--- src/rtl/hop_sched_pkg.sv ---
// Shared definitions for the hop-lane scheduler: FSM states, default sizing
// and the per-lane timer width.
package hop_sched_pkg;

    localparam int LANES_DEF = 4;
    localparam int DEPTH_DEF = 6;
    localparam int NRST_DEF  = 20;

    function automatic int tmr_width(input int depth);
        return $clog2(depth + 1);
    endfunction

    localparam int TMR_W = tmr_width(DEPTH_DEF);

    typedef enum logic [1:0] {
        HOLD,
        RELEASE,
        RUN,
        FLUSH
    } state_t;

endpackage

--- src/rtl/hop_rr_arb.sv ---
// Combinational round-robin arbiter: picks the first requester at or after
// the pointer and returns the pointer value one past the winner.
module hop_rr_arb #(
    parameter int LANES = 4,
    parameter int PW    = 2
) (
    input  logic [LANES-1:0] req,
    input  logic [PW-1:0]    ptr,
    output logic [LANES-1:0] grant,
    output logic [PW-1:0]    next_ptr
);

    // Scan lanes starting at the pointer; the pointer holds when nobody asks.
    always_comb begin
        logic          found;
        logic [PW-1:0] idx;
        grant    = '0;
        next_ptr = ptr;
        found    = 1'b0;
        idx      = '0;
        for (int off = 0; off < LANES; off++) begin
            idx = PW'((int'(ptr) + off) % LANES);
            if (!found && req[idx]) begin
                found      = 1'b1;
                grant[idx] = 1'b1;
                next_ptr   = PW'((int'(idx) + 1) % LANES);
            end
        end
    end

endmodule

--- src/rtl/hop_lane_sched.sv ---
// Hop-lane scheduler: sequences per-stage reset release, then round-robin
// launches tokens into single-bit lanes and checks their arrival at the tail.
module hop_lane_sched
    import hop_sched_pkg::*;
#(
    parameter int LANES = LANES_DEF,
    parameter int DEPTH = DEPTH_DEF,
    parameter int NRST  = NRST_DEF
) (
    input  logic             clock0,
    input  logic             rst_n,
    input  logic [LANES-1:0] req,
    input  logic             flush,
    input  logic [LANES-1:0] lane_out,
    output logic [LANES-1:0] gnt,
    output logic [LANES-1:0] start,
    output logic [NRST-1:0]  stage_rst,
    output logic [LANES-1:0] busy,
    output logic [LANES-1:0] done,
    output logic [LANES-1:0] err,
    output logic             ready
);

    localparam int PW = (LANES > 1) ? $clog2(LANES) : 1;
    localparam int TW = (DEPTH == DEPTH_DEF) ? TMR_W : tmr_width(DEPTH);
    localparam int RW = $clog2(NRST + 1);

    state_t           state;
    logic [RW-1:0]    rcnt;
    logic             fcnt;
    logic [PW-1:0]    ptr;
    logic [PW-1:0]    next_ptr;
    logic [LANES-1:0] eligible;
    logic [LANES-1:0] arb_gnt;
    logic [TW-1:0]    tmr [LANES];

    assign eligible = req & ~busy;

    hop_rr_arb #(
        .LANES (LANES),
        .PW    (PW)
    ) u_arb (
        .req      (eligible),
        .ptr      (ptr),
        .grant    (arb_gnt),
        .next_ptr (next_ptr)
    );

    // Control FSM plus all registered outputs and per-lane token timers.
    // The timer reads 0 in the start cycle, so done fires as it passes DEPTH-1.
    always_ff @(posedge clock0 or negedge rst_n) begin
        if (!rst_n) begin
            state     <= HOLD;
            rcnt      <= '0;
            fcnt      <= 1'b0;
            ptr       <= '0;
            stage_rst <= '1;
            gnt       <= '0;
            start     <= '0;
            busy      <= '0;
            done      <= '0;
            err       <= '0;
            ready     <= 1'b0;
            for (int i = 0; i < LANES; i++) tmr[i] <= '0;
        end else begin
            gnt   <= '0;
            start <= '0;
            done  <= '0;
            ready <= 1'b0;
            err   <= err | (done & ~lane_out);
            if (flush && state != HOLD) begin
                // Flush wins over any grant; err and the pointer survive.
                state     <= FLUSH;
                fcnt      <= 1'b0;
                rcnt      <= '0;
                stage_rst <= '1;
                busy      <= '0;
                for (int i = 0; i < LANES; i++) tmr[i] <= '0;
            end else begin
                case (state)
                    HOLD: begin
                        state <= RELEASE;
                        rcnt  <= '0;
                    end
                    RELEASE: begin
                        if (rcnt == RW'(NRST)) begin
                            state <= RUN;
                            ready <= 1'b1;
                        end else begin
                            stage_rst[rcnt] <= 1'b0;
                            rcnt            <= rcnt + RW'(1);
                        end
                    end
                    RUN: begin
                        ready <= 1'b1;
                        gnt   <= arb_gnt;
                        start <= arb_gnt;
                        ptr   <= next_ptr;
                        for (int i = 0; i < LANES; i++) begin
                            if (arb_gnt[i]) begin
                                busy[i] <= 1'b1;
                                tmr[i]  <= '0;
                            end else if (busy[i]) begin
                                if (done[i]) begin
                                    busy[i] <= 1'b0;
                                    tmr[i]  <= '0;
                                end else begin
                                    if (tmr[i] < TW'(DEPTH)) tmr[i] <= tmr[i] + TW'(1);
                                    if (tmr[i] == TW'(DEPTH - 1)) done[i] <= 1'b1;
                                end
                            end
                        end
                    end
                    FLUSH: begin
                        if (fcnt) begin
                            state <= RELEASE;
                            rcnt  <= '0;
                        end else begin
                            fcnt <= 1'b1;
                        end
                    end
                    default: state <= HOLD;
                endcase
            end
        end
    end

endmodule

--- config.mk ---
export PLATFORM = sky130hd
export DESIGN_NAME = hop_lane_sched
export DESIGN_NICKNAME = d
export VERILOG_FILES = /design/src/rtl/hop_sched_pkg.sv /design/src/rtl/hop_rr_arb.sv /design/src/rtl/hop_lane_sched.sv
export SDC_FILE = /design/constraint.sdc
export NUM_CORES = 1
export LEC_CHECK = 0
export ABC_AREA = 1
export CAP_MARGIN = 20
export CELL_PAD_IN_SITES_DETAIL_PLACEMENT = 0
export CELL_PAD_IN_SITES_GLOBAL_PLACEMENT = 1
export CORE_ASPECT_RATIO = 0.5
export CORE_MARGIN = 2
export CORE_UTILIZATION = 25
export CTS_CLUSTER_DIAMETER = 60
export DETAILED_ROUTE_END_ITERATION = 6
export PLACE_DENSITY = 0.53
export RECOVER_POWER = 100
export REMOVE_ABC_BUFFERS = 1
export SLEW_MARGIN = 5
export SYNTH_ARGS = -nofsm -noshare
export SYNTH_HDL_FRONTEND = slang
export SYNTH_SLANG_ARGS = --single-unit
--- constraint.sdc ---
create_clock -name clock0 -period 4.3 [get_ports clock0]
set_input_delay 0.86 -clock clock0 [delete_from_list [all_inputs] [get_ports clock0]]
set_output_delay 0.86 -clock clock0 [all_outputs]
set_load 0.005 [all_outputs]
[Word level (Yosys, flattened, before mapping)]
Index checks and enable logic that the tools add are counted.
Word-level totals
  word-level logic and storage cells: 194
  bits of input ports: 11
  register bits after elaboration: 59
Cells by class
  muxes and demuxes: 97
  magnitude comparators: 14
  bitwise logic cells: 11
  reduce and logical (&&, ||, !) cells: 35
  add/subtract/negate cells: 11
  equal/unequal tests: 12
Operator list (count)
  $mux 20: 3
  $mux 3: 16
  $mux 1: 44
  $mux 4: 10
  $mux 12: 2
  $reduce_bool 4->1: 6
  $reduce_and 3->1: 7
  $and 20x20->20: 1
  $not 20->20: 1
  $or 4x4->4: 4
  $mux 5: 3
  $pmux 5 s3: 1
  $mux 2: 7
  $add 3x1->3 const B: 4
  $eq 3x3->1 const B: 4
  $lt 2x3->1 const B: 4
  $lt 3x3->1 const B: 4
  $reduce_bool 3->1: 4
  $logic_and 1x1->1: 9
  $ne 3x3->1 const B: 3
  $add 2x1->2 const B: 4
  $and 4x4->4: 2
  $bmux 1 s2: 4
  $demux 1 s2: 4
  18 further kinds: 29

[Depth between registers and ports, before layout]
  depth in word-level cells: 17
  mapped depth: 12
  gate-level depth less buffers: 12

[Modules after synthesis]
A second synthesis with hierarchy kept.
Second synthesis, totals
  cell total of the unflattened synthesis: 558
  area, all modules: 3900.0 µm²
By module, submodules not included
  hop_lane_sched: area each 3335.7 µm², cells each 465, times used 1, seq. area each 1501.4 µm²
  hop_rr_arb: area each 564.3 µm², cells each 93, times used 1, seq. area each 0.0 µm²

[Least setup slack after synthesis]
No wires, ideal clock.
  path kind: reg-to-reg
  start point: register ptr[1]
  end point: register tmr[3] (netlist name)
  path buffers: 0
  stages on the path, launching flop included: 13
  required time: 4179 ps
  library setup time: 121 ps
  arrival time: 1951 ps
  setup slack: 2228 ps
  period minus slack after synthesis: 2072 ps
  cells stage by stage: dfrtp_1 > inv_1 > ha_1 > inv_1 > nand3_1 > nand2_4 > nand2_4 > nor2_8 > nand3_2 > nand3_2 > nand2_2 > nand2_1 > o21ai_1
On the way
  longest elaborated chain between the ends: 15
  elaborated cells on any way between the ends: 53
RTL lines
  start, declared: line hop_lane_sched.sv:31  | logic [PW-1:0] ptr;
  start signal, assigned: line hop_lane_sched.sv:98  | ptr <= next_ptr;
  parallel branches: the longest is 11 deep, another holds $lt 2x3->1
  $mux 4 *: line hop_rr_arb.sv:23  | if (!found && req[idx]) begin
  $mux 3: line hop_lane_sched.sv:100  | if (arb_gnt[i]) begin
  $mux 12: line hop_lane_sched.sv:80  | case (state)
  $mux 12: line hop_lane_sched.sv:71  | if (flush && state != HOLD) begin
  end signal, assigned by index: line hop_lane_sched.sv:102  | tmr[i] <= '0;
  end signal, assigned by index: line hop_lane_sched.sv:106  | tmr[i] <= '0;
  end, declared: line hop_lane_sched.sv:35  | logic [TW-1:0] tmr [LANES];
Every way passes the cells marked *. The select of a mux whose other input is x is not followed.
A chain may end at the register's enable or synchronous reset.

[Worst setup path in the final report]
  start point: input port flush
  end point: register rcnt[4]
On the way
  longest elaborated chain between the ends: 3
  elaborated cells on any way between the ends: 6
RTL lines
  start, declared: line hop_lane_sched.sv:13  | input logic flush,
  $logic_and 1x1->1 *: line hop_lane_sched.sv:71
  $ne 3x3->1 (no source line) / $reduce_bool 4->1 (equally long branches)
  $reduce_and 3->1 (no source line)
  end signal, assigned: line hop_lane_sched.sv:91  | rcnt <= rcnt + RW'(1);
  end, declared: line hop_lane_sched.sv:29  | logic [RW-1:0] rcnt;
Mark *: on every way between the ends. The rest lies on a longest branch, timed or not.

==> run_results.csv <==
group,metric,value,unit
global_routing,track_usage,0.131,
yosys,netlist_area,3440,µm²
final_layout,area_delta_synth_final,26.0,%
yosys,ys_ff_latch,59,
floorplan,core_area,13500,µm²
clock_tree,cts_made_buffers,9,
critical_path,worstPathMaxFanout,14,
clock_tree,cts_max_level,3,
critical_path,crit_start,"flush",
timing,slew-limit-headroom,-0.367,
global_routing,grt_pass1_vias,2894,
timing,rsz0062_at_grt,"false",
timing,tightest_slew,2.05,ns
placed_design,place_area,4150,µm²
hold_path,min_path_type,"reg2reg",
clock_tree,clkLatencyLatePin,0.33,ns
clock_tree,clk_path_buf_depth,2,
outcome,violations,"capacitance limit, slew limit",
clock_tree,root_buffer,"clkbuf_16",
detailed_routing,drc,0,
pwr,pwr_density_cell,611,nW/µm²
floorplan,die_area,14800,µm²
yosys,synth_top_area_frac,0.284,
placed_design,portBuffers,51,
pwr,p_leak,2.01,nW
critical_path,end_kind,"register",
final_layout,antennaDiodeCount,0,
critical_path,r2r-start,"ptr[1]",
yosys,ys_warn_count,0,
timing,fin_setup_tns,0,ns
yosys,async_reset_ff_frac,1.00,
clock_tree,cts_resized,0,
floorplan,io_pins,52,
detailed_routing,wirelength,8890,µm
yosys,synth_common_cells,"inv_1, nand2_1, dfrtp_1, nor2_1, o21ai_0",
detailed_routing,avgRoutedWirePerCell,13.8,µm
final_layout,fin_area,4340,µm²
detailed_routing,top_layer,"met4",
critical_path,startpoint_type,"primary input",
timing,fin_crit,3.22,ns
floorplan,start_util,0.255,
clock_tree,cts_tree,"done",
global_routing,antenna_found_initial,0,
detailed_routing,wl_met2,3870,µm
detailed_routing,met1_length,4530,µm
yosys,syn_inst,406,
critical_path,crit_arrival,3.45,ns
final_layout,layout.cells.non_filler,644,
pwr,power.total,0.00265,W
run,maxCapViolations,1,
placed_design,pre_cts_ws,1.34,ns
yosys,synth_ff_type,"dfrtp_1",
detailed_routing,drt-pass1-iter-count,4,
final_layout,final_nets,497,
floorplan,die_x,170,µm
clock_tree,postCtsSetupRepairBufs,0,
pwr,irDropWorstVdd,0.000253,V
floorplan,die_y,87.0,µm
final_layout,drive_gt1_frac,0.113,
detailed_routing,wl_met3,362,µm
timing,final-max-slew-violation-count,35,
detailed_routing,ant_nets,0,
placed_design,dp.cells,628,
yosys,ys_top_cells_by_area,"dfrtp_1, dfstp_2, ha_1",
timing,skew,0.00619,ns
yosys,synth-edff-count,0,
timing,clock.fmax,310,MHz
global_routing,grt_pass1_wl,14900,µm
hold_path,min_from,"err[3]",
timing,final-setup-viol-count,0,
floorplan,rows,30,
placed_design,gp_congestion,0.808,
detailed_routing,dr_total_vias,2865,
timing,hold_viol_final,0,
detailed_routing,vias_per_cell,4.45,
critical_path,worstSetupPathType,"in2reg",
outcome,status,"finished with violations",
clock_tree,postCtsHoldBufs,0,
clock_tree,cts_sinks,59,
yosys,yosysUniqueCellTypes,27,
global_routing,grt_start_max_net_pins,35,
timing,fin_ws,1.08,ns
global_routing,overflow,0,
placed_design,hpwl,6520,µm
clock_tree,path_clk_slew,0.05,ns
detailed_routing,drtIter0Drc,139,
critical_path,cp.required,4.52,ns
yosys,synth_seq_area_share,0.436,
yosys,syn-mean-instance-area,8.48,µm²
timing,period_share,0.750,
yosys,synth.most_common_cell,"inv_1",
yosys,synth_top_cell_by_area,"dfrtp_1",
layer usage:
| layer | up-vias | track usage |
|---|---|---|
| met2 | 44 | 0.206 |
| met5 | - | 0 |
| met1 | 1341 | 0.177 |
| met4 | 0 | 0.0435 |
| li1 | 1468 | - |
| met3 | 12 | 0.0354 |
flip-flops by register name, indices dropped and copies added, names as in the netlist:
register	count
stage_rst	20
tmr	12
rcnt	5
busy	4
done	4
err	4
start	4
ptr	2
state	2
fcnt	1
ready	1
worst paths after layout:
check,endpoint,slack (ns),cells after the start
worst max-delay path,rcnt[4],1.08,13
worst min-delay path,err[3],0.47,1
worst max register to register,tmr[0],1.34,12
worst min register to register,err[3],0.47,1
max in group asynchronous,stage_rst[12],1.88,2
min in group asynchronous,tmr[4],1.11,1
layout by cell type (no fill, tap or decap), drive strengths merged, types with 3 or more instances in the layout:
cell type,netlist,layout
a21oi,15,15
buf,5,3
clkbuf,4,15
clkdlybuf4s50,0,4
clkinv,0,3
dfrtp,39,39
dfstp,20,20
dlygate4sd3,0,46
ha,23,23
inv,58,58
nand2,62,62
nand3,39,39
nand4,19,19
nor2,42,42
nor3,22,22
o21ai,49,49
o21bai,4,4
xor2,3,3
final cells by class:
type,count,area [µm²]
Multi-Input combinational cell,280,1610
Fill cell,1458,9180
Clock inverter,3,15.0
Sequential cell,59,1500
Tap cell,176,220
Clock buffer,13,240
Timing Repair Buffer,55,531
Inverter,58,218
critical path, cell delays in order:
cell and delay (ns):
dlygate4sd3_1 0.55, inv_1 0.08, nor2_2 0.07, clkbuf_1 0.53, inv_1 0.45, nand2_1 0.21, nor2_1 0.08, nor2_1 0.18
nand2_1 0.10, inv_1 0.08, nand3_1 0.07, xor2_1 0.14, nor2_1 0.05
cell families after synthesis:
family          count (synthesis)  share of synthesized area
flops                          59                      0.436
compound gates                 70                      0.106
buf+inv                        67                     0.0778
xor+xnor                        3                    0.00763
fa+ha+maj                      23                     0.0836
simple gates                  184                      0.289
power breakdown:
part,internal [W],switching (W)
Sequential,0.000674,0.000125
Combinational,0.000415,0.000804
Clock,0.000387,0.000246
Total,0.00148,0.00117
stage by stage:
stage | hold slack (ns) | util
final | 0.465 | 0.321
after global routing | 0.489 | 0.321
after CTS | 0.476 | 0.326
after detailed placement | 0.461 | 0.307
after global placement | 0.458 | 0.307
after floorplan | 0.463 | -
No activity file was read; power rests on OpenSTA's default activity.
